`src/rtl/register_serializer_pkg.sv`:
```
// Shared state encoding and sizing helper for the parallel-to-serial converter.
package register_serializer_pkg;

   localparam logic STATE_IDLE  = 1'b0;
   localparam logic STATE_SHIFT = 1'b1;

   typedef enum logic {
      ST_IDLE  = STATE_IDLE,
      ST_SHIFT = STATE_SHIFT
   } state_t;

   function automatic int cnt_width(input int width);
      return $clog2(width);
   endfunction

endpackage

```
`src/rtl/register_serializer_down_counter.sv`:
```
// Loadable down-counter that saturates at zero; tracks the remaining bits of a word.
module down_counter #(
   parameter int Width = 5
) (
   input  logic             i_clock,
   input  logic             i_reset_n,
   input  logic             i_load,
   input  logic [Width-1:0] i_load_value,
   input  logic             i_dec,
   output logic [Width-1:0] o_count,
   output logic             o_zero
);

   logic [Width-1:0] r_count;

   always_ff @(posedge i_clock or negedge i_reset_n) begin
      if (!i_reset_n) begin
         r_count <= '0;
      end else if (i_load) begin
         r_count <= i_load_value;
      end else if (i_dec && (r_count != '0)) begin
         r_count <= r_count - 1'b1;
      end
   end

   assign o_count = r_count;
   assign o_zero  = (r_count == '0);

endmodule

```
`src/rtl/register_serializer.sv`:
```
// Drains one parallel word per handshake onto a single-bit valid/ready stream,
// reloading on the final beat so consecutive words leave without a bubble.
//
// state    | meaning
// ST_IDLE  | no word held, ready to capture
// ST_SHIFT | word held, presenting one bit per beat
module register_serializer
   import register_serializer_pkg::*;
#(
   parameter int Width    = 32,
   parameter bit MsbFirst = 1'b1
) (
   input  logic             i_clock,
   input  logic             i_reset_n,
   input  logic [Width-1:0] i_in,
   input  logic             i_in_valid,
   output logic             o_in_ready,
   output logic             o_out_bit,
   output logic             o_out_valid,
   input  logic             i_out_ready,
   output logic             o_out_last,
   output logic             o_busy
);

   localparam int CW = cnt_width(Width);
   localparam logic [CW-1:0] LoadValue = CW'(Width - 1);

   state_t           r_state;
   logic [Width-1:0] r_shift;
   logic             r_out_valid;
   logic             r_busy;

   logic [Width-1:0] w_shifted;
   logic [CW-1:0]    w_count;
   logic             w_zero;
   logic             w_beat;
   logic             w_in_ready;
   logic             w_capture;
   logic             w_dec;

   assign w_beat     = r_out_valid & i_out_ready;
   // out_ready feeds in_ready combinationally so a new word lands on the final beat
   assign w_in_ready = i_reset_n &
                       ((r_state == ST_IDLE) |
                        ((r_state == ST_SHIFT) & w_zero & i_out_ready));
   assign w_capture  = w_in_ready & i_in_valid;
   assign w_dec      = w_beat & ~w_zero;

   always_comb begin
      w_shifted = '0;
      if (MsbFirst) begin
         w_shifted = {r_shift[Width-2:0], 1'b0};
      end else begin
         w_shifted = {1'b0, r_shift[Width-1:1]};
      end
   end

   down_counter #(
      .Width(CW)
   ) u_bit_cnt (
      .i_clock      (i_clock),
      .i_reset_n    (i_reset_n),
      .i_load       (w_capture),
      .i_load_value (LoadValue),
      .i_dec        (w_dec),
      .o_count      (w_count),
      .o_zero       (w_zero)
   );

   always_ff @(posedge i_clock or negedge i_reset_n) begin
      if (!i_reset_n) begin
         r_state     <= ST_IDLE;
         r_shift     <= '0;
         r_out_valid <= 1'b0;
         r_busy      <= 1'b0;
      end else begin
         case (r_state)
            ST_IDLE: begin
               if (w_capture) begin
                  r_shift     <= i_in;
                  r_state     <= ST_SHIFT;
                  r_out_valid <= 1'b1;
                  r_busy      <= 1'b1;
               end
            end
            ST_SHIFT: begin
               if (w_beat) begin
                  if (!w_zero) begin
                     r_shift <= w_shifted;
                  end else if (w_capture) begin
                     r_shift <= i_in;
                  end else begin
                     r_shift     <= '0;
                     r_state     <= ST_IDLE;
                     r_out_valid <= 1'b0;
                     r_busy      <= 1'b0;
                  end
               end
            end
            default: begin
               r_state     <= ST_IDLE;
               r_out_valid <= 1'b0;
               r_busy      <= 1'b0;
            end
         endcase
      end
   end

   assign o_in_ready  = w_in_ready;
   assign o_out_valid = r_out_valid;
   assign o_busy      = r_busy;
   assign o_out_bit   = r_out_valid & (MsbFirst ? r_shift[Width-1] : r_shift[0]);
   assign o_out_last  = r_out_valid & (w_count == '0);

endmodule

```
`config.mk`:
```
export PLATFORM = sky130hd
export DESIGN_NAME = register_serializer
export DESIGN_NICKNAME = d
export VERILOG_FILES = /design/src/rtl/register_serializer_pkg.sv /design/src/rtl/register_serializer_down_counter.sv /design/src/rtl/register_serializer.sv
export SDC_FILE = /design/constraint.sdc
export NUM_CORES = 1
export LEC_CHECK = 0
export ABC_CLOCK_PERIOD_IN_PS = 1750
export CAP_MARGIN = 10
export CELL_PAD_IN_SITES_DETAIL_PLACEMENT = 0
export CELL_PAD_IN_SITES_GLOBAL_PLACEMENT = 1
export CORE_UTILIZATION = 36
export CTS_CLUSTER_DIAMETER = 100
export CTS_CLUSTER_SIZE = 10
export DETAILED_ROUTE_END_ITERATION = 7
export HOLD_SLACK_MARGIN = 0.12
export PLACE_DENSITY = 0.87
export SLEW_MARGIN = 5
export SYNTH_ARGS = -nofsm -noshare
export SYNTH_HDL_FRONTEND = slang
export SYNTH_SLANG_ARGS = --single-unit
```
`constraint.sdc`:
```
create_clock -name i_clock -period 1.75 [get_ports i_clock]
set_clock_uncertainty 0.05 [all_clocks]
set_input_delay 0.35 -clock i_clock [delete_from_list [all_inputs] [get_ports i_clock]]
set_output_delay 0.35 -clock i_clock [all_outputs]
set_load 0.02 [all_outputs]
```
; Word-level counts from Yosys, hierarchy flattened
; Cells that the tools add are included.
[totals]
regBits = 39
latch_bits = 0
ramBits = 0
mem_bits_ro = 0
in_bits = 36
output_inout_bits = 5
elab_cells = 42
n_memories = 0
[classes]
addsub = 1
multipliers = 0
div = 0
magnitude_cmp = 0
eq_ne = 4
shift = 0
n_mux = 16
n_bitwise = 11
n_reduce_logical = 6
[op_table]
columns = cell, count
row1 = 2-to-1 mux 32 bit, 4
row2 = case mux 32 bit (2 select lines), 1
row3 = 2-to-1 mux 5 bit, 2
row4 = bitwise AND 1 bit, 8
row5 = 2-to-1 mux 1 bit, 7
row6 = inequality test 2 x 1 -> 1 bit (second input constant), 3
row7 = logical NOT 5 bit, 1
row8 = nonzero test 5 bit, 1
row9 = subtractor 5 x 1 -> 5 bit (second input constant), 1
row10 = case mux 1 bit (2 select lines), 2
row11 = AND reduction 4 bit, 1
row12 = inequality test 2 bit (second input constant), 1
row13 = inverter 1 bit, 2
row14 = AND reduction 2 bit, 1
row15 = nonzero test 2 bit, 1
row16 = logical AND 1 bit, 1
row17 = OR 1 bit, 1

; Depth between registers and ports, before layout
; Gate-level depths: netlist of run 1.
[depth]
ltp_word = 10
mapped_depth = 7
depth_no_buf = 5

; By module
; A second synthesis of run 1 with hierarchy kept.
[unflattened]
cells_unflattened = 226
hier_area_um2 = 2035.7
[by_module_without_submodules]
columns = mod, instances, cells_per_inst, area_per_inst_um2, seq_area_each_um2
row1 = register_serializer, 1, 194, 1731.7, 850.8
row2 = down_counter, 1, 32, 304.0, 125.1

; Worst setup path before layout of run 1
; OpenSTA, ideal clock, no wires.
[synth_timing]
kind = reg-to-output
startpoint = reg u_bit_cnt.r_count[0] (netlist: u_bit_cnt.o_count[0])
endpoint = out o_in_ready
t_arrival_ps = 1765
slack_ps = -415
path_stages_with_launch = 6
path_buffers = 0
cell_sequence = dfrtp_1 -> inv_1 -> ha_1 -> nor4b_1 -> a21oi_1 -> nor2b_1
[synth_via]
elab_chain_cells = 5
[synth_lines]
columns = element, line_no
row1 = start: declaration, register_serializer_down_counter.sv:14  ; logic [Width-1:0] r_count;
row2 = start signal: assignment, register_serializer_down_counter.sv:20  ; r_count <= i_load_value;
row3 = start signal: assignment, register_serializer_down_counter.sv:22  ; r_count <= r_count - 1'b1;
row4 = logical NOT 5 bit, register_serializer_down_counter.sv:27  ; assign o_zero = (r_count == '0);
row5 = bitwise AND 1 bit (2 in a row), register_serializer.sv:45  ; ((r_state == ST_SHIFT) & w_zero & i_out_ready));
row6 = OR 1 bit, register_serializer.sv:44  ; ((r_state == ST_IDLE) |
row7 = bitwise AND 1 bit, register_serializer.sv:43  ; assign w_in_ready = i_reset_n &
row8 = end: declaration, register_serializer.sv:17  ; output logic o_in_ready,
; Every way passes these cells.

; Worst setup path after layout of run 1
[layout_timing]
startpoint = reg u_bit_cnt.r_count[0] (netlist: u_bit_cnt.o_count[0])
endpoint = reg r_shift[21]
[layout_via]
elab_chain_cells = 10
[layout_lines]
columns = element, line_no
row1 = logical NOT 5 bit *, register_serializer_down_counter.sv:27
row2 = bitwise AND 1 bit (2 in a row), register_serializer.sv:45
row3 = OR 1 bit, register_serializer.sv:44
row4 = bitwise AND 1 bit, register_serializer.sv:43
row5 = bitwise AND 1 bit, register_serializer.sv:46  ; assign w_capture = w_in_ready & i_in_valid;
row6 = 2-to-1 mux 32 bit, register_serializer.sv:90  ; end else if (w_capture) begin
row7 = 2-to-1 mux 32 bit, register_serializer.sv:88  ; if (!w_zero) begin
row8 = 2-to-1 mux 32 bit, register_serializer.sv:87  ; if (w_beat) begin
row9 = case mux 32 bit (2 select lines), register_serializer.sv:77  ; case (r_state)
row10 = end signal: assignment, register_serializer.sv:80  ; r_shift <= i_in;
row11 = end signal: assignment, register_serializer.sv:89  ; r_shift <= w_shifted;
row12 = end signal: assignment, register_serializer.sv:91  ; r_shift <= i_in;
row13 = end: declaration, register_serializer.sv:29  ; logic [Width-1:0] r_shift;
; Mark *: on every way between the ends. The rest lies on a longest branch, timed or not. The select of a mux whose other input is x is not followed.
; A chain may end at the register's enable or synchronous reset.

==> impl.org, run 1 <==
** Outcome
- The flow ran to the end, but the final reports show violations.
- Violations in the final reports :: setup timing

** Drt
- In this run the remaining antenna-violating nets after routing total 0.
- Dividing the detail-routed wire length by the instance count gives 18.03 um.
- DR vias :: 2568
- Dividing the detail-routed via count by the number of cells gives 6.294.
- Before antenna repair, the detailed router went through 4 iterations.
- Initial DRC count :: 186
- Total detailed-routing wirelength :: 7.355 mm
- Count of unresolved DRC violations after routing :: 0

** GRT
- For this run, the total global-route usage over all layers was measured as 20.39%.
- The initial antenna violation count came to 0.
- First-pass GRT wire length :: 11.64 mm
- The via count of the first global-routing pass is 2351.
- Maximum number of pins on one net before global-route repair :: 42
- The total overflow left after global routing is 0.

** Timing
- Max Freq :: 504.1 MHz
- Across all hold checks on the routed design, the worst slack comes to 0.1585 ns.
- Of the available clock period, the critical path in the final layout requires 113.4%.
- Worst Slack Setup Final :: -0.2338 ns
- Pins over their slew limit :: 0
- Slew HR :: 51.70%
- The final hold violation count came to 0.
- For the pin with the worst max-slew slack, the measured transition is 0.7221 ns.
- Summed over all failing endpoints, the final setup total negative slack is -7.051 ns.
- After layout, the minimum clock period comes to 1.984 ns.
- Setup violations remaining at the end of the flow were counted as 40.
- Setup repair after global routing could not meet its margin everywhere.

** Synthesis
- Synth Area per Inst :: 8.727 um^2
- After synthesis, flip-flops and latches occupy 40.67% of the total area.
- Cell types with the largest area share after synthesis :: dfrtp_1, a2bb2oi_1, nand4_1
- Library cells used by synthesis :: 34
- Among all flip-flop cells after synthesis, the most frequent one is dfrtp_1.
- In the synthesized netlist the async set-or-reset flop fraction comes to 100.0%.
- Netlist Area Pre-Place :: 2400 um^2
- Counting flops with a built-in enable in the synthesized netlist gives 0.
- Area fraction of the dominant cell type after synthesis :: 40.67%
- The cell count after synthesis came out at 275.
- Yosys printed 0 warnings.
- Top cell type by total area after synthesis :: dfrtp_1
- Synth Net Count :: 313
- Synthesis-stage register bit count :: 39

** Finish
- Layout cells sized above 1 :: 27.79%
- In the final design database the tool counted 368 nets.
- The top cell types in the final layout, fill and taps aside, are dfrtp_1, clkdlybuf4s50_1, nand4_1.
- Area growth from synthesis to layout :: 48.75%
- After routing the design area is 3570 um^2.
- Most common cell after layout, fill and taps aside :: dfrtp_1
- Antenna cell count :: 0
- Number of fill cells in the layout :: 551

** Clock network
- Clock buffer depth :: 2
- After clock tree synthesis, the clock-pin slew on the worst setup and hold paths is 0.08 ns.
- H-tree level count :: 2
- TritonCTS created 5 clock buffers.
- Source-to-sink clock delay at the later pin of the worst-skew pair :: 0.29 ns
- TritonCTS clock tree :: built
- Clock net sink count :: 39
- CTS Root Buffer Type :: clkbuf_8

** Power
- The worst-case IR drop observed on VDD is 0.9026 mV.
- In this run, the combinational gates consume 50.9% of the power.
- Static power due to leakage :: 1.441 nW
- Cell internal power was estimated by the tool at 3.190 mW.
- Sequential power share :: 31.1%
- Of the total power, the clock network draws 18.0%.
- Net switching fraction of the power :: 35.89%
- Power spent charging and discharging nets :: 1.786 mW
- PwrDens :: 1394 nW/um^2

** Worst setup path
- Broken down by cell family, the worst path's largest delay share belongs to simple AND/OR/NAND/NOR gates.
- The largest single stage delay on the critical path is 0.58 ns.
- Buffers & Inverters on Critical Path :: 3
- Slowest cell on the critical path :: or4b_4
- The signal on the critical path passes through inv_2 -> ha_4 -> buf_4 -> or4b_4 -> clkbuf_16 -> a2bb2oi_1 -> a31oi_1.
- Arrival time worst endpoint :: 2.14 ns
- STA classifies the critical path endpoint as a register.
- STA classifies the critical path startpoint as a register.
- Along the worst path, the maximum fanout reaches 14.
- For the worst setup path, the data required time is 1.91 ns.
- The setup path with the least slack is of type reg2reg.

** Floorplanning
- Floorplan die area :: 6996 um^2
- For this design the top-level I/O count stands at 41.
- Starting utilization of the core area :: 37.58%
- Die Y-Extent :: 83.65 um
- The core region is 6386 um^2.
- # rows :: 29
- Die Width :: 83.65 um

** Place
- At the end of routability-driven placement, the weighted congestion stood at 0.8787.
- After detailed placement, the total cell area comes to 3085 um^2.
- The HPWL after detailed placement is 4.508 mm.
- Before CTS, the worst setup slack after placement is -0.3965 ns.
- Buffers on Ports :: 40

** Flow run
- Max Cap Violations :: 0

** Worst hold path
- Worst hold path type :: in2async
-- final timing paths --
kind                                            to  slack, ns                              from  cells after the start
min in group i_clock       r_shift[31]$_DFFE_PN0P_       0.46           r_shift[31]$_DFFE_PN0P_                      1
min                        r_shift[26]$_DFFE_PN0P_       0.16                         i_reset_n                      2
max reg2reg                r_shift[21]$_DFFE_PN0P_      -0.23  u_bit_cnt.o_count[0]$_DFFE_PN0P_                      7
min reg2reg                r_shift[31]$_DFFE_PN0P_       0.46           r_shift[31]$_DFFE_PN0P_                      1
max                        r_shift[21]$_DFFE_PN0P_      -0.23  u_bit_cnt.o_count[0]$_DFFE_PN0P_                      7
max in group asynchronous  r_shift[20]$_DFFE_PN0P_       0.37                         i_reset_n                      3
-- cell type report --
class	count	area, um^2	share of cell area, %
multi-input combinational	194	1423	39.85
sequential	39	975.9	27.34
timing repair buffer	87	930.9	26.08
tap	77	96.34	2.699
clock buffer	6	72.57	2.033
clock inverter	2	60.06	1.682
inverter	3	11.26	0.3155
-- worst reg2reg max path: cells and delay by family (launching register included) --
family,cells,cell delay (ns)
AND/OR/NAND/NOR,1,0.58
buffers and inverters,3,0.41
flip-flops,1,0.39
AO/OA/AOI/OAI,2,0.33
adder cells (fa/ha/maj),1,0.14
-- state kept, by name, indices dropped and copies added, names as in the netlist --
| signal | flops |
|---|---|
| r_state | 1 |
| o_busy | 1 |
| u_bit_cnt.o_count | 5 |
| r_shift | 32 |
-- through the flow --
| stage | std cells | utilization [%] | total power, mW |
|---|---|---|---|
| after global placement | 389 | 48.32 | 3.574 |
| after global routing | 408 | 55.90 | 5.285 |
| after CTS | 404 | 53.21 | 4.729 |
| final | 408 | 55.90 | 4.976 |
| after detailed placement | 389 | 48.32 | 3.654 |
| after floorplan | 275 | - | 2.834 |
-- routing by layer --
layer | GRT usage [%] | up-vias | share of wire (%)
li1 | - | 1196 | -
met1 | 28.29 | 1252 | 42
met2 | 33.26 | 108 | 49
met3 | 3.066 | 12 | 7.2
met4 | 5.393 | 0 | 1.5
met5 | 0 | - | 0
-- cell families (layout without fill, tap and decap cells) --
group | Yosys count | in the layout | share of synthesized area, %
AOI/OAI and AO/OA | 76 | 76 | 23.25
and+or+nand+nor | 116 | 116 | 27.01
DFF | 39 | 39 | 40.67
adders and majority gates | 2 | 2 | 1.043
buffers and inverters | 42 | 98 | 8.029
-- power by group through the flow --
stage	Sequential, mW	Combinational [mW]	Clock, mW
after floorplan	1.50	1.33	0
after global placement	1.51	2.06	0
after detailed placement	1.53	2.13	0
after CTS	1.53	2.30	0.899
after global routing	1.60	2.75	0.936
final	1.55	2.53	0.895
-- synthesized netlist by cell type, types with 2 or more instances --
master	count
a2bb2oi_1	30
a31oi_1	31
and2_1	2
buf_1	2
buf_2	7
buf_6	3
clkbuf_1	26
dfrtp_1	39
ha_1	2
inv_1	3
nand2_1	5
nand3_1	35
nand4_1	32
nor3_1	30
o21ai_0	6
o22a_1	2
or3_1	2
or4_1	2
-- repair_timing --
action                     CTS  global route
pin swaps                   12            28
cloned                       3             2
setup endpoints to repair   43            40
gates resized for setup     40            20
hold buffers                 1             0
buffers inserted             3             2
hold endpoints to repair    15             0
No activity file was read; power rests on OpenSTA's default activity.
==> inputs of run 2 (changes only) <==
--- a/config.mk
+++ b/config.mk
@@ -9,10 +9,11 @@
 export CAP_MARGIN = 10
 export CELL_PAD_IN_SITES_DETAIL_PLACEMENT = 0
 export CELL_PAD_IN_SITES_GLOBAL_PLACEMENT = 1
-export CORE_UTILIZATION = 36
+export CORE_UTILIZATION = 43
 export CTS_CLUSTER_DIAMETER = 100
 export CTS_CLUSTER_SIZE = 10
 export DETAILED_ROUTE_END_ITERATION = 7
+export DONT_BUFFER_PORTS = 1
 export HOLD_SLACK_MARGIN = 0.12
 export PLACE_DENSITY = 0.87
 export SLEW_MARGIN = 5
==> run 2 against run 1 <==
Against the previous run:
- the flow still finishes with violations (setup timing)
- combinational power down 6%
- via count down 8.2%
- wire length down 1.1%
- critical path type is now reg2out
- die area down 16%
- register-to-register slack better by 0.06 ns
- first-iteration DRC count down 8.1%
- worst setup slack better by 0.023 ns
- highest routed layer unchanged
- global-route usage up 4.1 points
- fmax up 1.1%
==> impl.org, run 2 (synthesized netlist as in run 1, its figures left out) <==
** Outcome
- Result of the run: complete, but fails checks (unchanged).
- Violations in the final reports :: setup timing (unchanged)

** Worst setup path
- Longest individual stage delay on the worst path :: 0.41 ns (was 0.58 ns)
- The number of cells traversed by the worst register-to-register path was 7 (unchanged).
- The critical path data arrival time is 1.56 ns (was 2.14 ns).
- Buffers & Inverters on Critical Path :: 2 (was 3)
- The cell type group with the largest total delay on the critical path is simple AND/OR/NAND/NOR gates (unchanged).
- WP data required :: 1.35 ns (was 1.91 ns)
- Worst Setup Path Type :: reg2out (was reg2reg)
- Largest driver fanout on the critical path :: 3 (was 14)
- Register-to-register path setup slack :: -0.17 ns (was -0.23 ns)
- Cells along the critical path :: inv_2 -> ha_4 -> buf_6 -> nor4b_4 -> a21oi_2 -> nor2b_4 (was inv_2 -> ha_4 -> buf_4 -> or4b_4 -> clkbuf_16 -> a2bb2oi_1 -> a31oi_1)
- Endpoint type of the worst setup path :: primary output (was register)
- The slowest library cell on the worst path is dfrtp_1 (was or4b_4).
- Critical R2R Capture :: r_shift[17]$_DFFE_PN0P_ (was r_shift[21]$_DFFE_PN0P_)
- The launching element of the worst setup path is u_bit_cnt.o_count[1]$_DFFE_PN0P_ (was u_bit_cnt.o_count[0]$_DFFE_PN0P_).
- RR Startpoint :: u_bit_cnt.o_count[1]$_DFFE_PN0P_ (was u_bit_cnt.o_count[0]$_DFFE_PN0P_)
- The critical path startpoint category is a register (unchanged).

** Timing
- The final hold violation count was 0 (unchanged).
- The worst slew slack as a fraction of its limit came to 63.02% (was 51.70%).
- The transition time of the tightest slew-check pin came to 0.5548 ns (was 0.7221 ns).
- Max Freq :: 509.9 MHz (was 504.1 MHz)
- The accumulated negative setup slack came to -4.400 ns (was -7.051 ns).
- Final critical path time including I/O delays and setup :: 1.961 ns (was 1.984 ns)
- The final number of max-transition violations was 0 (unchanged).
- The ratio of final minimum period to clock period is 112.1% (was 113.4%).
- Worst hold slack after final layout :: 0.1394 ns (was 0.1585 ns)
- The worst path setup slack after routing came to -0.2113 ns (was -0.2338 ns).
- RSZ-0062 raised after global routing: yes (unchanged).
- The number of endpoints failing setup at the final stage is 36 (was 40).

** Finish
- The number of nets in the finished design was 314 (was 368).
- The final cell count without fillers came to 345 (was 408).
- Commonest cells after routing, fill and taps aside: dfrtp_1, nand4_1, nor3_1, a31oi_1, a2bb2oi_2 (was dfrtp_1, clkdlybuf4s50_1, nand4_1).
- The fill cell total of the finished layout is 418 (was 551).
- Antenna cell count :: 0 (unchanged)
- The area growth from synthesis to final layout came to 32.53% (was 48.75%).
- Most common cell after layout, fill and taps aside :: dfrtp_1 (unchanged)
- The number of flip-flops under the largest register name came to 32 (unchanged).
- The layout cell share with drive strength beyond 1 was 36.00% (was 27.79%).
- The register containing the most flip-flops in the final layout was r_shift (unchanged).

** Clock network
- Clock net sink count :: 39 (unchanged)
- Clock buffer depth :: 2 (unchanged)
- H-tree level count :: 2 (unchanged)
- Source-to-sink clock delay at the later pin of the worst-skew pair :: 0.28 ns (was 0.29 ns)
- The total clock buffers created by CTS came to 5 (unchanged).
- The TritonCTS clock tree was built (unchanged).
- The register clock-pin slew on the reported worst setup and hold paths was 0.07 ns (was 0.08 ns).
- CTS Root Buffer Type :: clkbuf_8 (unchanged)

** Place
- The number of input and output port buffers inserted was 0 (was 40).
- Placer Congestion :: 0.8197 (was 0.8787)
- Sum of net half-perimeters after detailed placement :: 3.724 mm (was 4.508 mm)
- The placed instance count came to 324 (was 389).
- The worst slack at placement is -0.06600 ns (was -0.3965 ns).

** GRT
- First-pass GRT wire length :: 11.47 mm (was 11.64 mm)
- Number of global-route vias before repair :: 2211 (was 2351)
- The largest net degree at the start of global routing is 40 (was 42).
- The global-route congestion overflow total was 0 (unchanged).
- All-Layer GR Usage :: 24.54% (was 20.39%)
- The initial antenna violation count was 0 (unchanged).

** Floorplanning
- Floorplan die area :: 5884 um^2 (was 6996 um^2)
- The cell row count is 26 (was 29).
- The vertical die dimension was 76.71 um (was 83.65 um).
- The number of ports placed on the die boundary was 41 (unchanged).
- Starting utilization of the core area :: 45.82% (was 37.58%)
- Floorplan Core Area :: 5238 um^2 (was 6386 um^2)
- The x dimension of the die is 76.71 um (was 83.65 um).

** Drt
- The overall via count from detail_route is 2357 (was 2568).
- The detail-routed net length per standard cell is 21.09 um (was 18.03 um).
- Vias/cell :: 6.832 (was 6.294)
- The violation count after the first detailed-route iteration came to 171 (was 186).
- The number of remaining DRC errors was 0 (unchanged).
- The antenna violation net count after detailed routing came to 0 (unchanged).
- Total detailed-routing wirelength :: 7.277 mm (was 7.355 mm)
- Drt first pass iters :: 4 (unchanged)

** Worst hold path
- Hold Crit Depth :: 1
- The startpoint identified for the worst hold timing path is i_out_ready.
- Worst hold path type :: in2reg (was in2async)
- The path with the worst hold slack has its endpoint at o_busy$_DFFE_PN0P_.

** Power
- PwrDens :: 1409 nW/um^2 (was 1394 nW/um^2)
- Static power due to leakage :: 1.215 nW (was 1.441 nW)
- The maximum resistive drop on vdd came to 0.8015 mV (was 0.9026 mV).
- Post-layout power :: 4.481 mW (was 4.976 mW)

** Flow run
- Max Cap Violations :: 0 (unchanged)
[run 2: worst max path at each step]
| stage | to | slack [ns] | depth (start not counted) |
|---|---|---|---|
| 2_1_floorplan | r_shift[10]$_DFFE_PN0P_ | 0.0003 | 7 |
| 3_3_place_gp | r_shift[26]$_DFFE_PN0P_ | -0.003 | 6 |
| 3_5_place_dp | r_shift[7]$_DFFE_PN0P_ | -0.07 | 6 |
| 4_1_cts | o_in_ready | -0.19 | 6 |
| 5_1_grt | o_in_ready | -0.29 | 6 |
| 6_report | o_in_ready | -0.21 | 6 |
[run 2: power by group]
group          leakage, nW  switching (mW)  internal, mW
Combinational        0.762            1.18          1.19
Sequential           0.416           0.274          1.28
Clock               0.0371           0.294         0.266
[run 2: layout make-up]
type	instances	area, um^2	share of cell area [%]
clock buffer	6	72.57	2.282
inverter	3	11.26	0.3541
multi-input combinational	194	1598	50.24
sequential	39	975.9	30.68
tap	70	87.58	2.754
timing repair buffer	33	435.4	13.69
[run 2: through the flow]
step | instance area (um^2) | utilization, %
2_1_floorplan | 2417 | -
3_3_place_gp | 2471 | 47.18
3_5_place_dp | 2471 | 47.18
4_1_cts | 2977 | 56.83
5_1_grt | 3181 | 60.73
6_report | 3181 | 60.73
[run 2: layer usage]
metal  part of all wire, %  global-route usage, %
met1                    44                  33.36
met2                    49                  39.55
met3                   6.7                  4.643
met4                   1.1                  7.115
met5                     0                      0
[run 2: timing repair]
item                                   CTS  global route
gates resized for setup                 51            29
cloned                                   5             3
pin swaps                               36            45
buffers inserted                         5             2
endpoints found under the hold margin   39             0
setup endpoints to repair               33            40
hold buffers                             2             0
==> inputs of run 3 (changes only) <==
--- a/config.mk
+++ b/config.mk
@@ -5,17 +5,19 @@
 export SDC_FILE = /design/constraint.sdc
 export NUM_CORES = 1
 export LEC_CHECK = 0
+export ABC_AREA = 1
 export ABC_CLOCK_PERIOD_IN_PS = 1750
 export CAP_MARGIN = 10
 export CELL_PAD_IN_SITES_DETAIL_PLACEMENT = 0
 export CELL_PAD_IN_SITES_GLOBAL_PLACEMENT = 1
-export CORE_UTILIZATION = 43
+export CORE_UTILIZATION = 41
 export CTS_CLUSTER_DIAMETER = 100
 export CTS_CLUSTER_SIZE = 10
 export DETAILED_ROUTE_END_ITERATION = 7
 export DONT_BUFFER_PORTS = 1
+export GPL_TIMING_DRIVEN = 0
 export HOLD_SLACK_MARGIN = 0.12
-export PLACE_DENSITY = 0.87
+export PLACE_DENSITY = 0.85
 export SLEW_MARGIN = 5
 export SYNTH_ARGS = -nofsm -noshare
 export SYNTH_HDL_FRONTEND = slang
==> run 3 against run 2 <==
Against the previous run:
- the flow still finishes with violations (setup timing)
- utilization is 11 points lower
- clock power is 7.1% higher
- largest cell class unchanged
- highest routed layer unchanged
- largest power group unchanged
- worst setup slack better by 0.17 ns
- cell count is 11% higher
- count of clock-buffer cells in the layout is 1 higher
==> impl.org, run 3 <==
** Outcome
- Result of the run :: complete, but fails checks (unchanged)
- Violations in the final reports: setup timing (unchanged).

** Power
- The power density relative to cell area was 1877 nW/um^2 (was 1409 nW/um^2).
- Static power due to leakage :: 1.336 nW (was 1.215 nW)
- The portion of total power attributed to combinational logic was 54.4% (was 52.8%).
- The maximum resistive drop on vdd came to 0.7778 mV (was 0.8015 mV).
- The cell-internal power is 2.748 mW (was 2.736 mW).
- The switching fraction of total power came to 43.72% (was 38.95%).
- The clock network fraction of design power was 12.3% (was 12.5%).
- The total net switching power was 2.134 mW (was 1.746 mW).
- Sequential power share :: 33.3% (was 34.7%)

** Timing
- Hold Vio Cnt, Final :: 0 (unchanged)
- Setup-failing EPs final :: 2 (was 36)
- The worst slew slack as a fraction of its limit came to 69.41% (was 63.02%).
- The peak clock frequency supported by timing was 558.8 MHz (was 509.9 MHz).
- The accumulated negative setup slack is -0.06751 ns (was -4.400 ns).
- Worst Slack Setup Final :: -0.03952 ns (was -0.2113 ns)
- Pins over their slew limit :: 0 (unchanged)
- The ratio of final minimum period to clock period is 102.3% (was 112.1%).
- Final critical path time including I/O delays and setup :: 1.790 ns (was 1.961 ns)
- The transition time of the tightest slew-check pin was 0.4589 ns (was 0.5548 ns).
- RSZ-0062 raised after global routing :: yes (unchanged)

** Worst setup path
- Buffers & Inverters on Critical Path :: 3 (was 2)
- The capture instance of the worst register-to-register path is r_shift[18]$_DFFE_PN0P_ (was r_shift[17]$_DFFE_PN0P_).
- Number of cells on the worst reg-to-reg path :: 11 (was 7)
- Cells along the critical path :: inv_2 -> ha_4 -> inv_2 -> nor2_4 -> nand2_4 -> buf_8 -> nor2_4 (was inv_2 -> ha_4 -> buf_6 -> nor4b_4 -> a21oi_2 -> nor2b_4)
- The flop-to-flop setup slack is 0.14 ns (was -0.17 ns).
- Arrival time worst endpoint :: 1.39 ns (was 1.56 ns)
- The maximum single-stage delay on the critical path is 0.39 ns (was 0.41 ns).
- The type of element capturing the critical path is a primary output (unchanged).
- The slowest library cell on the worst path was dfrtp_1 (unchanged).
- The source of the worst register-to-register timing path is u_bit_cnt.o_count[0]$_DFFE_PN0P_ (was u_bit_cnt.o_count[1]$_DFFE_PN0P_).
- Largest driver fanout on the critical path :: 5 (was 3)
- The critical path startpoint category was a register (unchanged).
- The required arrival time at the worst endpoint was 1.35 ns (about the same).
- The critical setup path kind is reg2out (unchanged).
- The cell type group with the largest total delay on the critical path is flip-flops (was simple AND/OR/NAND/NOR gates).

** GRT
- Number of global-route vias before repair :: 1785 (was 2211)
- The largest net degree at the start of global routing was 40 (unchanged).
- The initial antenna violation count came to 0 (unchanged).
- All-Layer GR Usage :: 17.88% (was 24.54%)
- GRT Residual Overflow :: 0 (unchanged)
- The wire length of the first global-routing pass is 8.300 mm (was 11.47 mm).

** Synthesis
- Top FF cell, synth :: dfrtp_1 (unchanged)
- Synthesis-stage register bit count :: 39 (unchanged)
- The post-synthesis instance area was 2283 um^2 (was 2400 um^2).
- The number of enable-type register cells in the synthesized netlist came to 0 (unchanged).
- The most frequently used cell type in the post-synthesis netlist is nand2_1 (was dfrtp_1).
- Synth Net Count :: 332 (was 313)
- Proportion of synthesized flip-flops having asynchronous set or reset :: 100.0% (unchanged)
- Library cells used by synthesis :: 27 (was 34)
- The number of standard cells after synthesis was 294 (was 275).
- Top cell types by occurrence after synthesis :: nand2_1, dfrtp_1, nand3_1, nor2_1, inv_1 (was dfrtp_1, nand3_1, nand4_1)
- The largest area contributor in the synthesized netlist is dfrtp_1 (unchanged).
- Cell types with the largest area share after synthesis :: dfrtp_1, nand2_1, nand3_1 (was dfrtp_1, a2bb2oi_1, nand4_1)
- The proportion of netlist area held by the largest area contributor came to 42.74% (was 40.67%).
- Sequential share of the synthesized area :: 42.74% (was 40.67%)
- Synth Area per Inst :: 7.767 um^2 (was 8.727 um^2)
- Synth warn :: 0 (unchanged)

** Clock network
- The number of sinks handled by clock tree synthesis is 39 (unchanged).
- The register clock-pin slew on the reported worst setup and hold paths is 0.08 ns (was 0.07 ns).
- The total clock buffers created by CTS is 5 (unchanged).
- The buffer depth of the longest clock path was 2 (unchanged).
- The TritonCTS clock tree is built (unchanged).
- Source-to-sink clock delay at the later pin of the worst-skew pair :: 0.29 ns (was 0.28 ns)
- The depth of the CTS H-tree is 2 (unchanged).
- The root buffer selected by CTS is clkbuf_8 (unchanged).

** Floorplanning
- Floorplan Core Area :: 5238 um^2 (unchanged)
- The area enclosed by the die boundary is 5872 um^2 (was 5884 um^2).
- The number of ports placed on the die boundary came to 41 (unchanged).
- Starting utilization of the core area :: 43.60% (was 45.82%)
- Die Width :: 76.63 um (was 76.71 um)
- The cell row count came to 26 (unchanged).
- The vertical die dimension was 76.63 um (was 76.71 um).

** Drt
- The antenna violation net count after detailed routing came to 0 (unchanged).
- The detail-routed via count per cell came to 4.906 (was 6.832).
- The number of remaining DRC errors was 0 (unchanged).
- The violation count after the first detailed-route iteration was 53 (was 171).
- The detail-routed net length per standard cell was 12.63 um (was 21.09 um).
- The number of iterations in the first detailed-routing pass was 4 (unchanged).
- The post-detailed-routing wire length came to 4.850 mm (was 7.277 mm).
- The overall via count from detail_route is 1884 (was 2357).

** Finish
- Commonest cells after routing, fill and taps aside :: nand2_1, dfrtp_1, nand3_1 (was dfrtp_1, nand4_1, nor3_1, a31oi_1, a2bb2oi_2)
- Number of fill cells in the layout :: 552 (was 418)
- The commonest non-fill, non-tap cell in the layout is nand2_1 (was dfrtp_1).
- Antenna cell count :: 0 (unchanged)
- Share of the core filled with cells in the final layout :: 49.67% (was 60.73%)
- The number of flip-flops under the largest register name is 32 (unchanged).
- Most flop-heavy register :: r_shift (unchanged)
- The number of nets in the finished design came to 351 (was 314).
- The area growth from synthesis to final layout is 13.92% (was 32.53%).
- The layout cell share with drive strength beyond 1 is 25.80% (was 36.00%).

** Place
- The post-detailed-placement half-perimeter wirelength came to 3.106 mm (was 3.724 mm).
- Buffers on Ports :: 0 (unchanged)
- Placer Congestion :: 0.7291 (was 0.8197)

** Worst hold path
- Worst hold path type :: in2reg (unchanged)
- The worst min-delay path endpoint was r_shift[27]$_DFFE_PN0P_ (was o_busy$_DFFE_PN0P_).
- The start point of the worst hold path is i_in[27] (was i_out_ready).
- The number of instances on the worst hold path was 2 (was 1).

** Flow run
- Max Cap Violations :: 0 (unchanged)
## run 3: logic make-up (layout without fill, tap and decap cells)
| group | count (synthesis) | after routing | share of synthesized area (%) |
|---|---|---|---|
| simple gates | 155 | 155 | 31.29 |
| buf+inv | 57 | 77 | 11.56 |
| compound gates | 40 | 40 | 12.93 |
| flops | 39 | 39 | 42.74 |
| fa+ha+maj | 2 | 2 | 1.096 |
| xor+xnor | 1 | 1 | 0.3836 |
## run 3: worst max-delay path by stage
stage	start	to	slack (ns)	depth (start not counted)
3_5_place_dp	u_bit_cnt.o_count[0]$_DFFE_PN0P_	o_out_last	-0.05	7
6_report	u_bit_cnt.o_count[0]$_DFFE_PN0P_	o_out_last	-0.04	7
5_1_grt	u_bit_cnt.o_count[0]$_DFFE_PN0P_	o_out_last	-0.11	7
4_1_cts	u_bit_cnt.o_count[1]$_DFFE_PN0P_	o_out_last	-0.07	7
3_3_place_gp	u_bit_cnt.o_count[0]$_DFFE_PN0P_	o_out_last	-0.06	7
2_1_floorplan	u_bit_cnt.o_count[0]$_DFFE_PN0P_	o_out_last	0.08	7
## run 3: final cells by class
type | instances | area [um^2] | area share [%]
plain buffers | 17 | 123.9 | 4.762
clock buffers | 7 | 76.32 | 2.934
clock inverters | 1 | 5.005 | 0.1924
inverters | 40 | 150.1 | 5.772
multi-input cells | 198 | 1071 | 41.17
flip-flops and latches | 39 | 977.2 | 37.57
well taps | 70 | 87.58 | 3.367
repair buffers | 12 | 110.1 | 4.233
## run 3: layer usage
metal | global-route usage [%] | up-vias | part of all wire, %
met5 | 0 | - | 0
met2 | 28.02 | 40 | 45
met3 | 4.192 | 7 | 3.8
met4 | 6.346 | 0 | 1.4
met1 | 24.05 | 887 | 49
li1 | - | 950 | -
## run 3: metrics by stage
| step | power [mW] | hold slack (ns) | std cells | worst slack [ns] | area [um^2] |
|---|---|---|---|---|---|
| 2_1_floorplan | 3.661 | 0.004409 | 294 | 0.08146 | 2283 |
| 3_3_place_gp | 4.040 | 0.005715 | 364 | -0.05625 | 2371 |
| 3_5_place_dp | 4.095 | 0.005699 | 364 | -0.04535 | 2371 |
| 4_1_cts | 4.887 | 0.1204 | 381 | -0.06773 | 2577 |
| 5_1_grt | 5.369 | 0.1203 | 384 | -0.1083 | 2601 |
| 6_report | 4.882 | 0.1252 | 384 | -0.03952 | 2601 |
## run 3: what timing repair did
| item | 4_1_cts | 5_1_grt |
|---|---|---|
| resized for setup | 13 | 1 |
| pin swaps | 3 | 5 |
| setup endpoints to repair | 2 | 32 |
| hold buffers | 4 | 0 |
| setup buffers | 5 | 3 |
| endpoints found under the hold margin | 41 | 0 |
| cloned | 0 | 0 |
## run 3: power groups by stage
stage,sequential (mW),combinational [mW],clock (mW)
2_1_floorplan,1.58,2.08,0
3_3_place_gp,1.63,2.41,0
3_5_place_dp,1.64,2.46,0
4_1_cts,1.62,2.64,0.620
5_1_grt,1.69,3.03,0.648
6_report,1.63,2.66,0.600
